<file path="src/rtl/etherneco_synctimer_scheduler_pkg.sv">
// Shared etherneco sync-timer definitions: scheduler states, frame command codes
// and payload layout constants.
package etherneco_synctimer_scheduler_pkg;

   typedef enum logic [2:0] {
      ST_IDLE,
      ST_REQ,
      ST_SEND,
      ST_WAIT,
      ST_UPDATE
   } state_t;

   localparam logic [7:0]  CMD_OVERRIDE   = 8'h03;
   localparam logic [7:0]  CMD_ADJUST     = 8'h01;
   localparam int unsigned HEADER_BYTES   = 9;
   localparam int unsigned BYTES_PER_NODE = 4;
   // Byte index width: covers 9 + 4*63 = 261 payload bytes.
   localparam int unsigned IDX_W          = 9;

endpackage

</file>
<file path="src/rtl/etherneco_synctimer_offset_table.sv">
// Per-node storage: elapsed round-trip times (byte-written from the response
// stream) and the derived one-way offsets (whole-word read for the frame).
module etherneco_synctimer_offset_table #(
   parameter int unsigned MAX_NODES = 8,
   parameter int unsigned NODE_W    = 3
) (
   input  logic              clk,
   input  logic              reset,
   input  logic              i_wr_en,
   input  logic [NODE_W-1:0] i_wr_node,
   input  logic [1:0]        i_wr_byte,
   input  logic [7:0]        i_wr_data,
   input  logic              i_update,
   input  logic [7:0]        i_update_n,
   input  logic [NODE_W-1:0] i_rd_node,
   output logic [31:0]       o_rd_data_c
);

   logic [31:0] r_elapsed [MAX_NODES];
   logic [31:0] r_offset  [MAX_NODES];

   always_ff @(posedge clk or negedge reset) begin
      if (!reset) begin
         for (int unsigned i = 0; i < MAX_NODES; i++) begin
            r_elapsed[i] <= '0;
            r_offset[i]  <= '0;
         end
      end else begin
         if (i_wr_en) begin
            r_elapsed[i_wr_node][{i_wr_byte, 3'b000} +: 8] <= i_wr_data;
         end
         // One-way delay is half the measured round trip, applied to active nodes only.
         if (i_update) begin
            for (int unsigned i = 0; i < MAX_NODES; i++) begin
               if (i < 32'(i_update_n)) begin
                  r_offset[i] <= r_elapsed[i] >> 1;
               end
            end
         end
      end
   end

   assign o_rd_data_c = r_offset[i_rd_node];

endmodule

</file>
<file path="src/rtl/etherneco_synctimer_scheduler.sv">
// Periodic sync-frame scheduler: requests the transmitter, streams the time and
// per-node offsets, then collects elapsed times from the response to refresh offsets.
module etherneco_synctimer_scheduler
   import etherneco_synctimer_scheduler_pkg::*;
#(
   parameter int unsigned TIMER_WIDTH    = 64,
   parameter int unsigned MAX_NODES      = 8,
   parameter int unsigned PERIOD_WIDTH   = 32,
   parameter int unsigned TIMEOUT_CYCLES = 65535
) (
   input  logic                    clk,
   input  logic                    reset,
   input  logic                    enable,
   input  logic [PERIOD_WIDTH-1:0] period,
   input  logic [7:0]              node_count,
   input  logic [TIMER_WIDTH-1:0]  current_time,
   output logic                    tx_start,
   input  logic                    tx_ready,
   output logic [15:0]             tx_length,
   output logic [7:0]              m_cmd_data,
   output logic                    m_cmd_first,
   output logic                    m_cmd_last,
   output logic                    m_cmd_valid,
   input  logic                    m_cmd_ready,
   input  logic [15:0]             s_res_pos,
   input  logic [7:0]              s_res_data,
   input  logic                    s_res_valid,
   input  logic                    res_rx_end,
   input  logic                    res_rx_error,
   output logic                    busy,
   output logic [15:0]             timeout_count
);

   localparam int unsigned NODE_W = (MAX_NODES > 1) ? $clog2(MAX_NODES) : 1;
   localparam int unsigned WAIT_W = $clog2(TIMEOUT_CYCLES + 1);

   state_t                  r_state, w_state_nxt;
   logic [IDX_W-1:0]        r_idx, w_idx_nxt;
   logic [PERIOD_WIDTH-1:0] r_period_cnt;
   logic [WAIT_W-1:0]       r_wait_cnt;
   logic [TIMER_WIDTH-1:0]  r_time;
   logic [7:0]              r_n, r_cmd;
   logic                    r_enable_d, r_first;

   logic                    w_tick, w_first, w_beat, w_timeout_evt, w_res_hit;
   logic [7:0]              w_n_clamp, w_byte_nxt;
   logic [IDX_W-1:0]        w_last_idx, w_off_rel;
   logic [15:0]             w_res_rel;
   logic [63:0]             w_time64;
   logic [2:0]              w_tsel;
   logic [NODE_W-1:0]       w_rd_node;
   logic [31:0]             w_rd_data;

   assign w_tick     = enable && (r_period_cnt == '0);
   assign w_first    = r_first || (enable && !r_enable_d);
   assign w_n_clamp  = (node_count > 8'(MAX_NODES)) ? 8'(MAX_NODES) : node_count;
   assign w_last_idx = IDX_W'(HEADER_BYTES - 1) + (IDX_W'(r_n) << 2);
   assign w_beat     = (r_state == ST_SEND) && m_cmd_ready;

   assign w_timeout_evt = (r_state == ST_WAIT) && enable && !res_rx_error && !res_rx_end
                          && (r_wait_cnt == WAIT_W'(TIMEOUT_CYCLES - 1));

   assign w_res_rel = s_res_pos - 16'(HEADER_BYTES);
   assign w_res_hit = (r_state == ST_WAIT) && s_res_valid
                      && (s_res_pos >= 16'(HEADER_BYTES))
                      && (s_res_pos < (16'(HEADER_BYTES) + (16'(r_n) << 2)));

   // Next-state and byte index.
   always_comb begin
      w_state_nxt = r_state;
      w_idx_nxt   = r_idx;
      case (r_state)
         ST_IDLE: begin
            if (w_tick) w_state_nxt = ST_REQ;
         end
         ST_REQ: begin
            if (!enable) begin
               w_state_nxt = ST_IDLE;
            end else if (tx_start && tx_ready) begin
               w_state_nxt = ST_SEND;
               w_idx_nxt   = '0;
            end
         end
         ST_SEND: begin
            if (w_beat) begin
               if (r_idx == w_last_idx) begin
                  w_state_nxt = enable ? ST_WAIT : ST_IDLE;
               end else begin
                  w_idx_nxt = r_idx + IDX_W'(1);
               end
            end
         end
         ST_WAIT: begin
            if (!enable || res_rx_error) w_state_nxt = ST_IDLE;
            else if (res_rx_end)         w_state_nxt = ST_UPDATE;
            else if (w_timeout_evt)      w_state_nxt = ST_IDLE;
         end
         ST_UPDATE: w_state_nxt = ST_IDLE;
         default:   w_state_nxt = ST_IDLE;
      endcase
   end

   // Payload byte for the next index: cmd, 8 time bytes, then 4 bytes per offset.
   assign w_time64  = 64'(r_time);
   assign w_tsel    = 3'(w_idx_nxt - IDX_W'(1));
   assign w_off_rel = w_idx_nxt - IDX_W'(HEADER_BYTES);
   assign w_rd_node = (w_idx_nxt >= IDX_W'(HEADER_BYTES)) ? NODE_W'(w_off_rel[IDX_W-1:2]) : '0;
   assign w_byte_nxt = (w_idx_nxt == '0)                   ? r_cmd :
                       (w_idx_nxt < IDX_W'(HEADER_BYTES))  ? w_time64[{w_tsel, 3'b000} +: 8] :
                                                             w_rd_data[{w_off_rel[1:0], 3'b000} +: 8];

   always_ff @(posedge clk or negedge reset) begin
      if (!reset) begin
         r_state       <= ST_IDLE;
         r_idx         <= '0;
         r_period_cnt  <= '0;
         r_wait_cnt    <= '0;
         r_enable_d    <= 1'b0;
         r_first       <= 1'b1;
         r_time        <= '0;
         r_n           <= '0;
         r_cmd         <= '0;
         tx_length     <= '0;
         timeout_count <= '0;
      end else begin
         r_state    <= w_state_nxt;
         r_idx      <= w_idx_nxt;
         r_enable_d <= enable;
         if (enable) begin
            if (r_period_cnt == '0) r_period_cnt <= (period == '0) ? '0 : period - PERIOD_WIDTH'(1);
            else                    r_period_cnt <= r_period_cnt - PERIOD_WIDTH'(1);
         end
         // Frame context is frozen at the tick that starts it.
         if ((r_state == ST_IDLE) && w_tick) begin
            r_time    <= current_time;
            r_n       <= w_n_clamp;
            r_cmd     <= w_first ? CMD_OVERRIDE : CMD_ADJUST;
            tx_length <= 16'(HEADER_BYTES) + (16'(w_n_clamp) << 2);
            r_first   <= 1'b0;
         end else if (enable && !r_enable_d) begin
            r_first <= 1'b1;
         end
         r_wait_cnt <= (r_state == ST_WAIT) ? r_wait_cnt + WAIT_W'(1) : '0;
         if (w_timeout_evt && (timeout_count != 16'hFFFF)) begin
            timeout_count <= timeout_count + 16'd1;
         end
      end
   end

   // Registered handshake/stream outputs track the next state.
   always_ff @(posedge clk or negedge reset) begin
      if (!reset) begin
         tx_start    <= 1'b0;
         busy        <= 1'b0;
         m_cmd_valid <= 1'b0;
         m_cmd_first <= 1'b0;
         m_cmd_last  <= 1'b0;
         m_cmd_data  <= '0;
      end else begin
         tx_start    <= (w_state_nxt == ST_REQ);
         busy        <= (w_state_nxt != ST_IDLE);
         m_cmd_valid <= (w_state_nxt == ST_SEND);
         m_cmd_first <= (w_state_nxt == ST_SEND) && (w_idx_nxt == '0);
         m_cmd_last  <= (w_state_nxt == ST_SEND) && (w_idx_nxt == w_last_idx);
         m_cmd_data  <= (w_state_nxt == ST_SEND) ? w_byte_nxt : '0;
      end
   end

   etherneco_synctimer_offset_table #(
      .MAX_NODES (MAX_NODES),
      .NODE_W    (NODE_W)
   ) u_offset_table (
      .clk         (clk),
      .reset       (reset),
      .i_wr_en     (w_res_hit),
      .i_wr_node   (NODE_W'(w_res_rel[15:2])),
      .i_wr_byte   (w_res_rel[1:0]),
      .i_wr_data   (s_res_data),
      .i_update    (r_state == ST_UPDATE),
      .i_update_n  (r_n),
      .i_rd_node   (w_rd_node),
      .o_rd_data_c (w_rd_data)
   );

endmodule

</file>
<file path="config.mk">
export PLATFORM = sky130hd
export DESIGN_NAME = etherneco_synctimer_scheduler
export DESIGN_NICKNAME = d
export VERILOG_FILES = /design/src/rtl/etherneco_synctimer_scheduler_pkg.sv /design/src/rtl/etherneco_synctimer_offset_table.sv /design/src/rtl/etherneco_synctimer_scheduler.sv
export SDC_FILE = /design/constraint.sdc
export NUM_CORES = 1
export LEC_CHECK = 0
export CAP_MARGIN = 20
export CORE_AREA = 3 3 266 242
export CTS_CLUSTER_DIAMETER = 120
export DETAILED_ROUTE_END_ITERATION = 7
export DIE_AREA = 0 0 269 245
export GPL_TIMING_DRIVEN = 0
export PLACE_DENSITY_LB_ADDON = 0.08
export SLEW_MARGIN = 20
export SYNTH_ARGS = -nofsm -noshare
export SYNTH_HDL_FRONTEND = slang
export SYNTH_HIERARCHICAL = 1
export SYNTH_SLANG_ARGS = --single-unit
</file>
<file path="constraint.sdc">
create_clock -name clk -period 6.38 [get_ports clk]
set_clock_uncertainty 0.2 [all_clocks]
set_input_delay 1.595 -clock clk [delete_from_list [all_inputs] [get_ports clk]]
set_output_delay 1.595 -clock clk [all_outputs]
set_load 0.02 [all_outputs]
</file>
Yosys cells after proc, flatten, opt, wreduce, memory -nomap -nowiden
Index checks and enable logic that the tools add are counted.
{"block": "totals", "wordCells": 145, "latch_bits": 0, "mem_bits_rw": 0, "mem_count": 0, "mem_bits_ro": 0, "reg_bits": 691, "out_inout_bits": 45}
{"block": "op_classes", "shifts": 4, "mux": 32, "n_reduce_logical": 36, "addsub": 12, "n_eq_ne": 10, "order_cmp": 16, "div_mod_pow": 0, "bitwise_logic": 2, "multipliers": 0}
{"operator": "256-bit bitwise mux", "n": 1}
{"operator": "32-bit 2-to-1 mux", "n": 5}
{"operator": "32-bit binary-select mux with 3-bit select", "n": 1}
{"operator": "32-bit demux with 3-bit select", "n": 1}
{"operator": "32-bit logical NOT", "n": 2}
{"operator": "64-bit by 7-bit variable part select with 8-bit output", "n": 1}
{"operator": "32-bit by 1-bit subtractor with 32-bit output, second input constant", "n": 2}
{"operator": "9-bit 2-to-1 mux", "n": 4}
{"operator": "16-bit by 1-bit adder with 16-bit output, second input constant", "n": 2}
{"operator": "3-bit by 8-bit < comparator with 1-bit output, first input constant", "n": 4}
{"operator": "8-bit 2-to-1 mux", "n": 4}
{"operator": "8-bit by 7-bit variable shift with 32-bit output, first input constant", "n": 1}
{"operator": "32-bit by 6-bit variable part select with 8-bit output", "n": 1}
{"operator": "8-bit by 7-bit variable part select with 32-bit output", "n": 1}
{"operator": "3-bit 2-to-1 mux", "n": 9}
{"operator": "4-bit by 10-bit adder with 11-bit output, first input constant", "n": 2}
{"operator": "9-bit == test", "n": 2}
{"operator": "9-bit one-hot mux with 2 select lines", "n": 1}
{"operator": "16-bit == test, second input constant", "n": 1}
{"operator": "16-bit by 4-bit >= comparator with 1-bit output, second input constant", "n": 1}
{"operator": "1-bit logical AND", "n": 16}
{"operator": "1-bit by 8-bit < comparator with 1-bit output, first input constant", "n": 2}
{"operator": "16-bit by 11-bit < comparator with 1-bit output", "n": 1}
{"operator": "2-bit by 8-bit < comparator with 1-bit output, first input constant", "n": 2}
{"operator": "other kinds (26)", "n": 45}

Logic depth before layout (Yosys ltp)
Gate-level depths: netlist of the first run.
{"block": "depth", "depth_word": 15, "depth_mapped": 21, "depth_no_buf": 17}

By module
The synthesis of the first run kept the hierarchy.
{"module": "etherneco_synctimer_offset_table", "cells_per_inst": 1255, "area_each_um2": 20808.7, "seq_area_each_um2": 12411.9, "instances": 1}
{"module": "etherneco_synctimer_scheduler", "cells_per_inst": 1074, "area_each_um2": 9930.8, "seq_area_each_um2": 4330.4, "instances": 1}

Worst setup path after synthesis of the first run
No wires, ideal clock.
{"block": "synth_timing", "path_kind": "input-to-reg", "start": "input port enable", "end": "register m_cmd_data[6]", "setup_time_ps": 151, "path_stages": 18, "arrival_time_ps": 6009, "path_slack_ps": 20, "n_path_buf": 3, "t_required_ps": 6029, "cell_sequence": "nor4bb_1 > nand3_1 > clkbuf_1 > nand3_1 > o31ai_1 > or2_2 > inv_2 > ha_1 > nor3_1 > nor2_1 > and2_1 > clkbuf_1 > buf_2 > mux4_2 > mux2_2 > mux4_2 > a31oi_1 > a2111oi_0"}
{"block": "synth_via", "elab_chain_len": 12}
{"element": "start: declaration", "line": "etherneco_synctimer_scheduler.sv:13", "text": "input logic enable,"}
{"element": "9-bit 2-to-1 mux *", "line": "etherneco_synctimer_scheduler.sv:77", "text": "if (!enable) begin"}
{"element": "9-bit one-hot mux with 2 select lines *", "line": "etherneco_synctimer_scheduler.sv:72", "text": "case (r_state)"}
{"element": "9-bit by 4-bit >= comparator with 1-bit output or 5-bit by 4-bit subtractor with 5-bit output (tied branches)", "line": "etherneco_synctimer_scheduler.sv:107, etherneco_synctimer_scheduler.sv:106"}
{"element": "3-bit 2-to-1 mux *", "line": "etherneco_synctimer_scheduler.sv:107", "text": "assign w_rd_node = (w_idx_nxt >= IDX_W'(HEADER_BYTES)) ? NODE_W'(w_off_rel[IDX_W-1:2]) : '0;"}
{"element": "via w_rd_node[0]", "line": "etherneco_synctimer_scheduler.sv:51", "text": "logic [NODE_W-1:0] w_rd_node;"}
{"element": "3-bit NOT with 4-bit output (not written as such) *", "line": "etherneco_synctimer_offset_table.sv:43", "text": "assign o_rd_data_c = r_offset[i_rd_node];"}
{"element": "32-bit binary-select mux with 3-bit select *", "line": "etherneco_synctimer_offset_table.sv:43"}
{"element": "32-bit 2-to-1 mux (not written as such) * (2 in a row)", "line": "etherneco_synctimer_offset_table.sv:43"}
{"element": "via w_rd_data[30]", "line": "etherneco_synctimer_scheduler.sv:52", "text": "logic [31:0] w_rd_data;"}
{"element": "32-bit by 6-bit variable part select with 8-bit output *", "line": "etherneco_synctimer_scheduler.sv:110", "text": "w_rd_data[{w_off_rel[1:0], 3'b000} +: 8];"}
{"element": "8-bit 2-to-1 mux *", "line": "etherneco_synctimer_scheduler.sv:109", "text": "(w_idx_nxt < IDX_W'(HEADER_BYTES)) ? w_time64[{w_tsel, 3'b000} +: 8] :"}
{"element": "8-bit 2-to-1 mux *", "line": "etherneco_synctimer_scheduler.sv:108", "text": "assign w_byte_nxt = (w_idx_nxt == '0) ? r_cmd :"}
{"element": "8-bit 2-to-1 mux *", "line": "etherneco_synctimer_scheduler.sv:165", "text": "m_cmd_data <= (w_state_nxt == ST_SEND) ? w_byte_nxt : '0;"}
{"element": "end signal: assignment", "line": "etherneco_synctimer_scheduler.sv:165"}
{"element": "end: declaration", "line": "etherneco_synctimer_scheduler.sv:20", "text": "output logic [7:0] m_cmd_data,"}
The timed path passes the listed nets; every way through them passes the cells marked *. The select of a mux whose other input is x is not followed.
A chain may end at the register's enable or synchronous reset.

Worst setup path in the final report of the first run
{"block": "layout_timing", "start": "input port enable", "end": "register m_cmd_data[3]"}
{"block": "layout_via", "elab_chain_len": 12}
{"element": "9-bit 2-to-1 mux *", "line": "etherneco_synctimer_scheduler.sv:77"}
{"element": "9-bit one-hot mux with 2 select lines *", "line": "etherneco_synctimer_scheduler.sv:72"}
{"element": "via w_idx_nxt[0]", "line": "etherneco_synctimer_scheduler.sv:38", "text": "logic [IDX_W-1:0] r_idx, w_idx_nxt;"}
{"element": "9-bit by 4-bit >= comparator with 1-bit output or 5-bit by 4-bit subtractor with 5-bit output (tied branches)", "line": "etherneco_synctimer_scheduler.sv:107, etherneco_synctimer_scheduler.sv:106"}
{"element": "3-bit 2-to-1 mux *", "line": "etherneco_synctimer_scheduler.sv:107"}
{"element": "via w_rd_node[1]", "line": "etherneco_synctimer_scheduler.sv:51"}
{"element": "3-bit NOT with 4-bit output (not written as such) *", "line": "etherneco_synctimer_offset_table.sv:43"}
{"element": "32-bit binary-select mux with 3-bit select *", "line": "etherneco_synctimer_offset_table.sv:43"}
{"element": "32-bit 2-to-1 mux (not written as such) * (2 in a row)", "line": "etherneco_synctimer_offset_table.sv:43"}
{"element": "via w_rd_data[27]", "line": "etherneco_synctimer_scheduler.sv:52"}
{"element": "32-bit by 6-bit variable part select with 8-bit output *", "line": "etherneco_synctimer_scheduler.sv:110"}
{"element": "8-bit 2-to-1 mux *", "line": "etherneco_synctimer_scheduler.sv:109"}
{"element": "8-bit 2-to-1 mux *", "line": "etherneco_synctimer_scheduler.sv:108"}
{"element": "8-bit 2-to-1 mux *", "line": "etherneco_synctimer_scheduler.sv:165"}
Marks and branches as above.

==> summary.md, run 1 <==
| Metric | Value |
|---|---|
| Synth async-reset ratio | between 90% and 100% |
| Layout area overhead | 18.5% |
| Worst slew pin tran | approximately 1.1 ns |
| Cell area after synthesis | between 30,000 and 40,000 um^2 |
| CTS HTree Levels | 3 |
| CP max stage cell | mux4_2 |
| ANT nets after route | 0 |
| WL met1 | approximately 35 mm |
| # setup viols final | 0 |
| Vias | just under 20,000 |
| 1st-iter DRT viols | approximately 1,200 |
| Root Buffer | clkbuf_16 |
| GP Congestion | roughly 0.87 |
| CTS tree | built |
| Final HPWL from detailed placement | roughly 55 mm |
| Netlist cell types | 79 |
| Max Freq | roughly 160 MHz |
| Initial antenna violation count | 1 |
| Hold buffer count at CTS | 0 |
| Synth top area cells | dfrtp_1 54%, mux2_2 18%, mux4_2 6.0% |
| Final Util | about three fifths |
| Yosys warnings | 6 |
| Core ar. | 61,400 um^2 |
| Post-Route WL | between 80 and 90 mm |
| Share of cells above drive strength 1 | between 30% and 40% |
| Final hold slack | about 0.27 ns |
| Post-synth top area cell | dfrtp_1 |
| Uppermost routed layer | met4 |
| Die H | approximately 250 um |
| First-pass GRT wire length | between 100 and 150 mm |
| Outcome | finished, final reports clean |
| Setup total negative slack | 0 ns |
| Critical path fanouts, max | 11 |
| Avg Inst Size Synth | between 10 and 15 um^2 |
| # nets final | between 2,000 and 3,000 |
| Worst-path clk slew | approximately 0.06 ns |
| Type of destination of the critical path | register |
| Num rows | 86 |
| Largest net degree at the start of global routing | 107 |
| Post-synth top flop | dfrtp_1 |
| Rel. slew slack | a little over a quarter |
| PwrDens | between 300 and 400 nW/um^2 |
| Synth Register Bits | 669 |
| Die area | approximately 66,000 um^2 |
| Period utilization | between 90% and 100% |
| Vias in the first global route | approximately 21,000 |
| Met2 WL | roughly 40 mm |
| Kind of critical path | input pin to register |
| DRC | 0 |
| Total CTS buffers | 71 |
| R2r worst-path depth | 18 |
| Total grt overflow | 0 |
| Maxcap violations | 0 |
| Clock tree sinks | approximately 670 |
| IO Count | approximately 180 |
| Post-synth EDFFs | 0 |
| WHS Path Cells | 2 |
| Cell with the most instances after synthesis | dfrtp_1 |
| Vias per inst | about 5.7 |
| Peak supply drop | around 0.24 mV |
| Crit path cell chain | clkdlybuf4s50_1 -> nor4bb_4 -> nand3_2 -> buf_4 -> nand3_1 -> o31ai_2 -> or2_2 -> buf_4 -> nor3_1 -> o311ai_1 -> o21ai_1 -> buf_2 -> clkbuf_2 -> mux4_2 -> mux2_2 -> mux4_2 -> a31oi_2 -> a2111oi_0 |
| P_leak | between 15 and 20 nW |
| Pins Over Slew Limit | 0 |
| Gr usage total | between 20% and 30% |
| Fillers | between 4,000 and 5,000 |
| Average wire per standard cell | 23.0 um |
| Post-synthesis sequential area ratio | 54.5% |
| CP peak stage delay | 0.57 ns |
| Met3 wire len | 3.70 mm |
| Starting Density | about 50% |
| Synth cell count leaders | 668 x dfrtp_1, 505 x mux2_2, 268 x nand2_1 |
| Cells after Synth | ~2,300 |
| Die W | 269 um |
| Yosys top cell area share | a little over half |
| ANT cells | 0 |
| Drt pass-1 iters | 6 |
| Final hold viol count | 0 |
| Min-Delay Path Class | register to register |
| Worst-Skew Late Latency | 0.61 ns |
| PortBufs | roughly 170 |
| Min Clock Period, post-route | around 6.3 ns |
| Max Root-Sink Buffers | 3 |
| Critical path data arrival time | between 6 and 7 ns |
| Critical Path Start Type | input pin |
| CP required | around 6.6 ns |
-- critical path, delay by kind of cell --
| kind | cells | cell delay [ns] |
|---|---|---|
| buffers and inverters | 5 | 1.72 |
| muxes | 3 | 1.24 |
| and+or+nand+nor | 5 | 1.22 |
| AOI/OAI and AO/OA | 5 | 0.71 |
-- sequential cells by signal, summed over array words and instances, names as in the netlist --
| name | count |
|---|---|
| busy | 1 |
| tx_start | 1 |
| r_wait_cnt | 16 |
| m_cmd_valid | 1 |
| u_offset_table/r_offset | 248 |
| m_cmd_last | 1 |
| r_idx | 9 |
| tx_length | 8 |
| m_cmd_first | 1 |
| timeout_count | 16 |
| r_state | 3 |
| r_n | 8 |
| r_first | 1 |
| m_cmd_data | 8 |
| u_offset_table/r_elapsed | 248 |
| r_time | 64 |
| r_cmd | 2 |
| r_period_cnt | 32 |
| r_enable_d | 1 |
-- kinds of logic after synthesis --
family	share of synthesized area (%)
buf+inv	2.24
mux	26.1
compound gates	4.17
flops	54.5
other cells	0.0244
xor+xnor	2.52
fa+ha+maj	1.14
simple gates	9.35
-- where the power goes --
group,switching [mW],total [mW],internal (mW),leakage (nW)
Clock,1.70,4.23,2.53,1.20
Sequential,0.0829,4.40,4.32,9.23
Combinational,1.48,2.53,1.05,6.82
-- layout make-up --
type	count	area, um^2	area share, %
buffer	111	653	1.79
timing repair buffer	189	2000	5.49
multi-input combinational	1521	13400	36.9
inverter	32	123	0.337
clock inverter	23	251	0.690
clock buffer	105	2180	5.98
tap	836	1050	2.87
sequential	669	16700	46.0
-- metrics by stage --
stage	total power, mW	cell area (um^2)	worst slack (ns)	instances
2_1_floorplan	5.93	30800	0.0204	2334
3_3_place_gp	6.76	33500	-25.35	3344
3_5_place_dp	6.78	33800	-2.30	3353
4_1_cts	11.2	36300	0.0124	3482
5_1_grt	11.6	36400	-0.0285	3486
6_report	11.2	36400	0.112	3486
-- what timing repair did --
action | 4_1_cts | 5_1_grt
setup buffers | 2 | 4
pin swaps | 2 | 2
resized for setup | 35 | 26
endpoints found under the setup margin | 8 | 8
-- metal layers --
| layer | global-route usage, % | vias to the layer above |
|---|---|---|
| met5 | 0 | - |
| met4 | 5.63 | 0 |
| met3 | 3.41 | 109 |
| met2 | 41.8 | 486 |
| met1 | 34.0 | 10300 |
| li1 | - | 8910 |
-- layout by cell type, fill, tap and decap left out, drive strengths merged, types with 6 or more instances in the layout --
master	count
or3	15
or3b	8
and2	23
nand4	16
or2	6
dfrtp	668
nand3b	9
conb	7
a2111oi	6
ha	28
mux4	82
buf	66
o31ai	15
nor3	29
o22ai	16
clkinv	14
nor2b	6
inv	33
xor2	32
and3	7
nor4	18
nand2b	20
nor2	113
a31oi	8
mux2i	12
nand3	34
o21ai	47
a211o	6
a21oi	12
nand2	268
clkbuf	166
or4	14
mux2	531
xnor2	49
a22o	22
clkdlybuf4s50	173
-- final timing paths --
path	start	endpoint	slack, ns
max in group asynchronous	reset	u_offset_table/r_elapsed[123]	3.17
min in group asynchronous	reset	r_period_cnt[3]	0.68
setup / recovery	enable	m_cmd_data[3]	0.11
setup reg to reg	r_n[1]	m_cmd_data[3]	0.31
hold / removal	r_time[38]	r_time[38]	0.27
hold reg to reg	r_time[38]	r_time[38]	0.27
No activity file was read; power rests on OpenSTA's default activity.
==> inputs of run 2 (changes only) <==
CORE_AREA = 3 3 280 254   (was 3 3 266 242)
DIE_AREA = 0 0 283 257   (was 0 0 269 245)
==> run 2 against run 1 <==
Net effect: final cell count up 3.2%; critical endpoint unchanged; clock power is 0.9% lower; maximum frequency grew 1.1%; combinational power increased by 11%; clock-buffer cell count shrank 4; sequential share of layout area fell by 0.35 points; routed wire length increased by 3.6%; worst hold slack lost 0.0065 ns; global-route usage decreased by 1.8 points.
==> summary.md, run 2 (synthesized netlist as in run 1, its figures left out) <==
| Metric | Value |
|---|---|
| Outcome | finished, final reports clean |
| PwrDens | 311 nW/um^2 (+1.4%) |
| Peak supply drop | 0.194 mV (-19%) |
| P_leak | 17.3 nW (+0.60%) |
| Hold buffer count at CTS | 0 (unchanged) |
| Total CTS buffers | 72 (+1.4%) |
| Final hold viol count | 0 (unchanged) |
| WL met1 | 36.7 mm (+5.4%) |
| Total grt overflow | 0 (unchanged) |
| WHS Path Cells | 2 (unchanged) |
| Initial antenna violation count | 1 (unchanged) |
| Worst slew pin tran | 1.15 ns (+0.0605 ns) |
| Worst-path clk slew | 0.06 ns (about the same) |
| Min-Delay Path Class | register to register |
| # setup viols final | 0 (unchanged) |
| Kind of critical path | input pin to register |
| PortBufs | 174 (unchanged) |
| Die H | 257 um (+4.9%) |
| Most common cell after layout, fill and taps aside | dfrtp_1 |
| FF-to-FF End | m_cmd_data[3] |
| Vias per inst | 5.58 (-1.7%) |
| Num rows | 91 (+5.8%) |
| CP required | 6.63 ns (+0.02 ns) |
| IO Count | 181 (unchanged) |
| Biggest regs | u_offset_table/r_elapsed (248), u_offset_table/r_offset (248), r_time (64) |
| 1st-iter DRT viols | 1,146 (-0.87%) |
| Fillers | 5,761 (+17%) |
| Layout area overhead | 19.4% |
| DRC | 0 (unchanged) |
| Type of destination of the critical path | register |
| Pins Over Slew Limit | 0 (unchanged) |
| # nets final | 2,780 (+0.76%) |
| Average wire per standard cell | 23.0 um (+0.35%) |
| Core ar. | 68,400 um^2 (+11%) |
| Gr usage total | 22.9% (-1.8 points) |
| Critical path data arrival time | 6.46 ns (-0.04 ns) |
| Period utilization | 97.2% (-1.0 points) |
| Most frequent cells in the layout | 667 x dfrtp_1, 505 x mux2_2, 268 x nand2_1, 173 x clkdlybuf4s50_1, 103 x nor2_1 |
| Root Buffer | clkbuf_16 |
| GP Congestion | 0.872 (+0.26%) |
| FF-to-FF Start | r_n[1] |
| Hold Path Origin | r_time[36] |
| Max Root-Sink Buffers | 3 (unchanged) |
| Uppermost routed layer | met5 |
| Power, Total | 11.4 mW (+2.1%) |
| ANT nets after route | 0 (unchanged) |
| Die W | 283 um (+5.2%) |
| Maxcap violations | 0 (unchanged) |
| Starting Density | 44.9% (-5.1 points) |
| Final hold slack | 0.261 ns (-0.00647 ns) |
| Inst Count DP | 3,448 (+2.8%) |
| Largest net degree at the start of global routing | 104 (-2.8%) |
| Rel. slew slack | 23.0% (-4.0 points) |
| Max Freq | 161 MHz (+1.1%) |
| CTS HTree Levels | 3 (unchanged) |
| Met2 WL | 40.5 mm (+1.1%) |
| Clock tree sinks | 669 (unchanged) |
| Hold path endpoint | r_time[36] |
| Share of cells above drive strength 1 | 32.5% (+0.37 points) |
| R2r worst-path depth | 16 (-2) |
| Post-Route WL | 83.0 mm (+3.6%) |
| Critical path fanouts, max | 10 (-1) |
| ANT cells | 0 (unchanged) |
| Vias in the first global route | 21,000 (+1.3%) |
| Drt pass-1 iters | 7 (+1) |
| CTS tree | built |
| Min Clock Period, post-route | 6.20 ns (-0.0652 ns) |
| Critical Path Start Type | input pin |
| Die area | 72,700 um^2 (+10%) |
| Vias | 20,100 (+1.5%) |
| Met3 wire len | 3.49 mm (-5.5%) |
| Worst-Skew Late Latency | 0.61 ns (about the same) |
| Final HPWL from detailed placement | 57.3 mm (+3.3%) |
| Final Non-Filler Cells | 3,599 (+3.2%) |
| FF-to-FF setup slack | 0.36 ns (+0.05 ns) |
| First-pass GRT wire length | 128 mm (+3.5%) |
run 2: final cells by class:
class                      count  area, um^2  share of cell area (%)
buffer                       111         687                    1.87
clock buffer                 101        2100                    5.73
clock inverter                26         259                   0.706
inverter                      32         123                   0.334
multi-input combinational   1521       13400                    36.6
sequential                   669       16700                    45.6
tap                          930        1160                    3.17
timing repair buffer         209        2190                    5.98
run 2: worst max-delay path by stage:
| stage | start | to | slack, ns | depth (start not counted) |
|---|---|---|---|---|
| final | m_cmd_ready | m_cmd_data[3] | 0.18 | 17 |
| after global routing | m_cmd_ready | m_cmd_data[4] | -0.01 | 17 |
| after detailed placement | enable | m_cmd_data[3] | -2.45 | 19 |
| after global placement | reset | u_offset_table/r_elapsed[28] | -25.62 | 1 |
| after CTS | enable | m_cmd_data[3] | 0.02 | 17 |
| after floorplan | enable | m_cmd_data[6] | 0.02 | 18 |
run 2: routing by layer:
layer  up-vias  track usage (%)
met5         -                0
met4         2             6.86
met3       135             3.58
met2       484             38.1
met1     10500             31.1
li1       8942                -
run 2: where the power goes:
| part | internal [mW] | switching (mW) |
|---|---|---|
| logic | 1.24 | 1.57 |
| clock network | 2.46 | 1.72 |
| registers | 4.32 | 0.0808 |
run 2: per-stage QoR:
stage               area (um^2)  setup TNS (ns)  util (%)  worst slack (ns)
floorplan                 30800               0         -            0.0204
global placement          33700               -      49.2            -25.62
detailed placement        33900          -28.02      49.6             -2.45
CTS                       36400               0      53.2            0.0152
global route              36700         -0.0112      53.6           -0.0112
finish                    36700               0      53.6             0.177
run 2: timing repair:
item | 4_1_cts | 5_1_grt
gates resized for setup | 37 | 37
buffers inserted | 1 | 21
endpoints found under the setup margin | 8 | 8
pin swaps | 1 | 3
cloned | 0 | 1
run 2: critical path: stages:
cell,delay [ns]
clkdlybuf4s50_1,0.55
nor4bb_4,0.31
and3_4,0.26
and4_1,0.19
o21ai_1,0.10
mux2i_2,0.23
or4_1,0.57
buf_2,0.20
o311ai_1,0.23
o21ai_1,0.11
clkbuf_4,0.24
buf_4,0.24
mux4_2,0.35
mux2_2,0.34
mux4_2,0.59
a31oi_1,0.22
a2111oi_0,0.09
==> inputs of run 3 (changes only) <==
PLACE_DENSITY_LB_ADDON = 0.05   (was 0.08)
==> run 3 against run 2 <==
Net effect: sequential cell count unchanged; sequential share of layout area up 0.33 points; setup slack worse by 0.066 ns; utilization down 0.39 points; combinational power down 9.6%; first-iteration DRC count up 2.8%.
==> summary.md, run 3 (synthesized netlist as in run 1, its figures left out) <==
| Metric | Value |
|---|---|
| Clock tree sinks | 669 (unchanged) |
| Final HPWL from detailed placement | 57.6 mm (+0.62%) |
| Setup total negative slack | 0 ns (unchanged) |
| CP peak stage delay | 0.54 ns (-0.05 ns) |
| Num rows | 91 (unchanged) |
| Die area | 72,700 um^2 (unchanged) |
| Post-Route WL | 82.5 mm (-0.60%) |
| DRC | 0 (unchanged) |
| ANT nets after route | 0 (unchanged) |
| Biggest regs | u_offset_table/r_elapsed (248), u_offset_table/r_offset (248), r_time (64) |
| Type of destination of the critical path | register |
| Share of cells above drive strength 1 | 31.6% (-0.86 points) |
| Initial antenna violation count | 0 (-1) |
| # setup viols final | 0 (unchanged) |
| 1st-iter DRT viols | 1,178 (+2.8%) |
| GP Congestion | 0.861 (-1.2%) |
| Total grt overflow | 0 (unchanged) |
| Final Non-Filler Cells | 3,577 (-0.61%) |
| Inst Count DP | 3,447 (-0.029%) |
| PortBufs | 174 (unchanged) |
| CP max stage cell | mux4_2 |
| Total CTS buffers | 73 (+1.4%) |
| Die W | 283 um (unchanged) |
| Gr usage total | 22.8% (-0.070 points) |
| Worst slew pin tran | 1.15 ns (+0.000981 ns) |
| Critical Path Start Type | input pin |
| First-pass GRT wire length | 127 mm (-1.0%) |
| Min-Delay Path Class | register to register |
| ANT cells | 0 (unchanged) |
| # nets final | 2,763 (-0.61%) |
| Die H | 257 um (unchanged) |
| Max Freq | 160 MHz (-1.1%) |
| Most frequent cells in the layout | 667 x dfrtp_1, 505 x mux2_2, 268 x nand2_1, 173 x clkdlybuf4s50_1, 103 x nor2_1 |
| CTS HTree Levels | 3 (unchanged) |
| Placed inst area | 33,900 um^2 (about the same) |
| Drt pass-1 iters | 5 (-2) |
| Worst-Skew Late Latency | 0.61 ns (about the same) |
| P_leak | 17.2 nW (-0.89%) |
| Core ar. | 68,400 um^2 (unchanged) |
| Final hold viol count | 0 (unchanged) |
| Vias per inst | 5.57 (-0.18%) |
| Layout area overhead | 18.5% |
| Most common cell on crit path | mux4_2 |
| Min Clock Period, post-route | 6.27 ns (+0.0664 ns) |
| Worst setup margin | 0.111 ns (-0.0664 ns) |
| Crit path cell chain | clkdlybuf4s50_1 -> nor4bb_4 -> nand3_2 -> buf_2 -> nand2_1 -> o31ai_4 -> or2_2 -> inv_4 -> ha_1 -> inv_1 -> a21oi_2 -> nor2_4 -> and2_4 -> buf_12 -> mux4_2 -> mux2_2 -> mux4_2 -> a31oi_1 -> a2111oi_0 |
| Maxcap violations | 0 (unchanged) |
| Design Area, Final | 36,400 um^2 (-0.73%) |
| PwrDens | 302 nW/um^2 (-2.6%) |
| Peak supply drop | 0.212 mV (+8.8%) |
| Rel. slew slack | 23.0% (-0.066 points) |
| Most common cell after layout, fill and taps aside | dfrtp_1 |
| Kind of critical path | input pin to register |
| Starting Density | 44.9% (unchanged) |
| Pins Over Slew Limit | 0 (unchanged) |
| Critical path fanouts, max | 10 (unchanged) |
| Worst-path clk slew | 0.06 ns (about the same) |
| Vias | 19,900 (-0.79%) |
| CTS tree | built |
| Root Buffer | clkbuf_16 |
| Largest net degree at the start of global routing | 95 (-8.7%) |
| Period utilization | 98.3% (+1.0 points) |
| Critical path data arrival time | 6.50 ns (+0.04 ns) |
| Outcome | finished, final reports clean |
| Max Root-Sink Buffers | 3 (unchanged) |
| IO Count | 181 (unchanged) |
| Average wire per standard cell | 23.1 um (about the same) |
| Final hold slack | 0.261 ns (+0.000281 ns) |
| Pre-CTS WS | -2.48 ns (-0.0251 ns) |
| Vias in the first global route | 20,500 (-2.2%) |
| CP required | 6.61 ns (-0.02 ns) |
## run 3: changes by cell type in the layout (fill, tap and decap cells not counted), moves of 3 or more
cell,delta
buf_2,+3
clkbuf_8,-6
clkbuf_1,+8
buf_4,-19
clkinv_2,-8
## run 3: power breakdown
group	leakage [nW]	switching [mW]	total [mW]	internal, mW
Sequential	9.23	0.0767	4.40	4.32
Clock	1.12	1.70	4.08	2.39
Combinational	6.84	1.50	2.54	1.04
Total	17.2	3.27	11.0	7.75
## run 3: worst paths after layout
check,from,endpoint,slack [ns],cells past startpoint
setup / recovery,enable,m_cmd_data[4],0.11,19
min in group asynchronous,reset,r_period_cnt[20],0.76,1
setup reg to reg,r_n[1],m_cmd_data[3],0.23,18
max in group asynchronous,reset,u_offset_table/r_offset[53],3.27,5
hold / removal,r_time[23],r_time[23],0.26,2
hold reg to reg,r_time[23],r_time[23],0.26,2
## run 3: metal layers
metal  global-route usage (%)  wire, um  up-vias
met1                     31.7     37000    10400
met3                     3.78      3580      120
met2                     36.7     39400      466
li1                         -         -     8928
met5                        0         0        -
met4                     7.43      2450        0
## run 3: final cells by class
cell class	instances	area, um^2
clock inverters	17	159
multi-input cells	1521	13400
repair buffers	191	2030
flip-flops and latches	669	16700
plain buffers	111	659
fillers	5765	32000
inverters	32	123
clock buffers	106	2120
well taps	930	1160
## run 3: timing repair
item,CTS,global route
endpoints found under the setup margin,8,8
hold buffers,0,0
setup buffers,2,6
cloned,0,0
gates resized for setup,39,19
pin swaps,2,4
hold endpoints to repair,0,0
## run 3: critical path, delay by kind of cell
kind / cells / cell delay (ns)
fa+ha+maj: 1 / 0.23
buf+inv: 5 / 1.15
simple gates: 6 / 1.21
mux: 3 / 1.44
compound gates: 4 / 0.80
## run 3: stage by stage
| step | power [mW] | utilization [%] |
|---|---|---|
| global placement | 6.80 | 49.2 |
| detailed placement | 6.83 | 49.5 |
| finish | 11.0 | 53.2 |
| global route | 11.5 | 53.2 |
| CTS | 11.1 | 53.1 |
| floorplan | 5.93 | - |
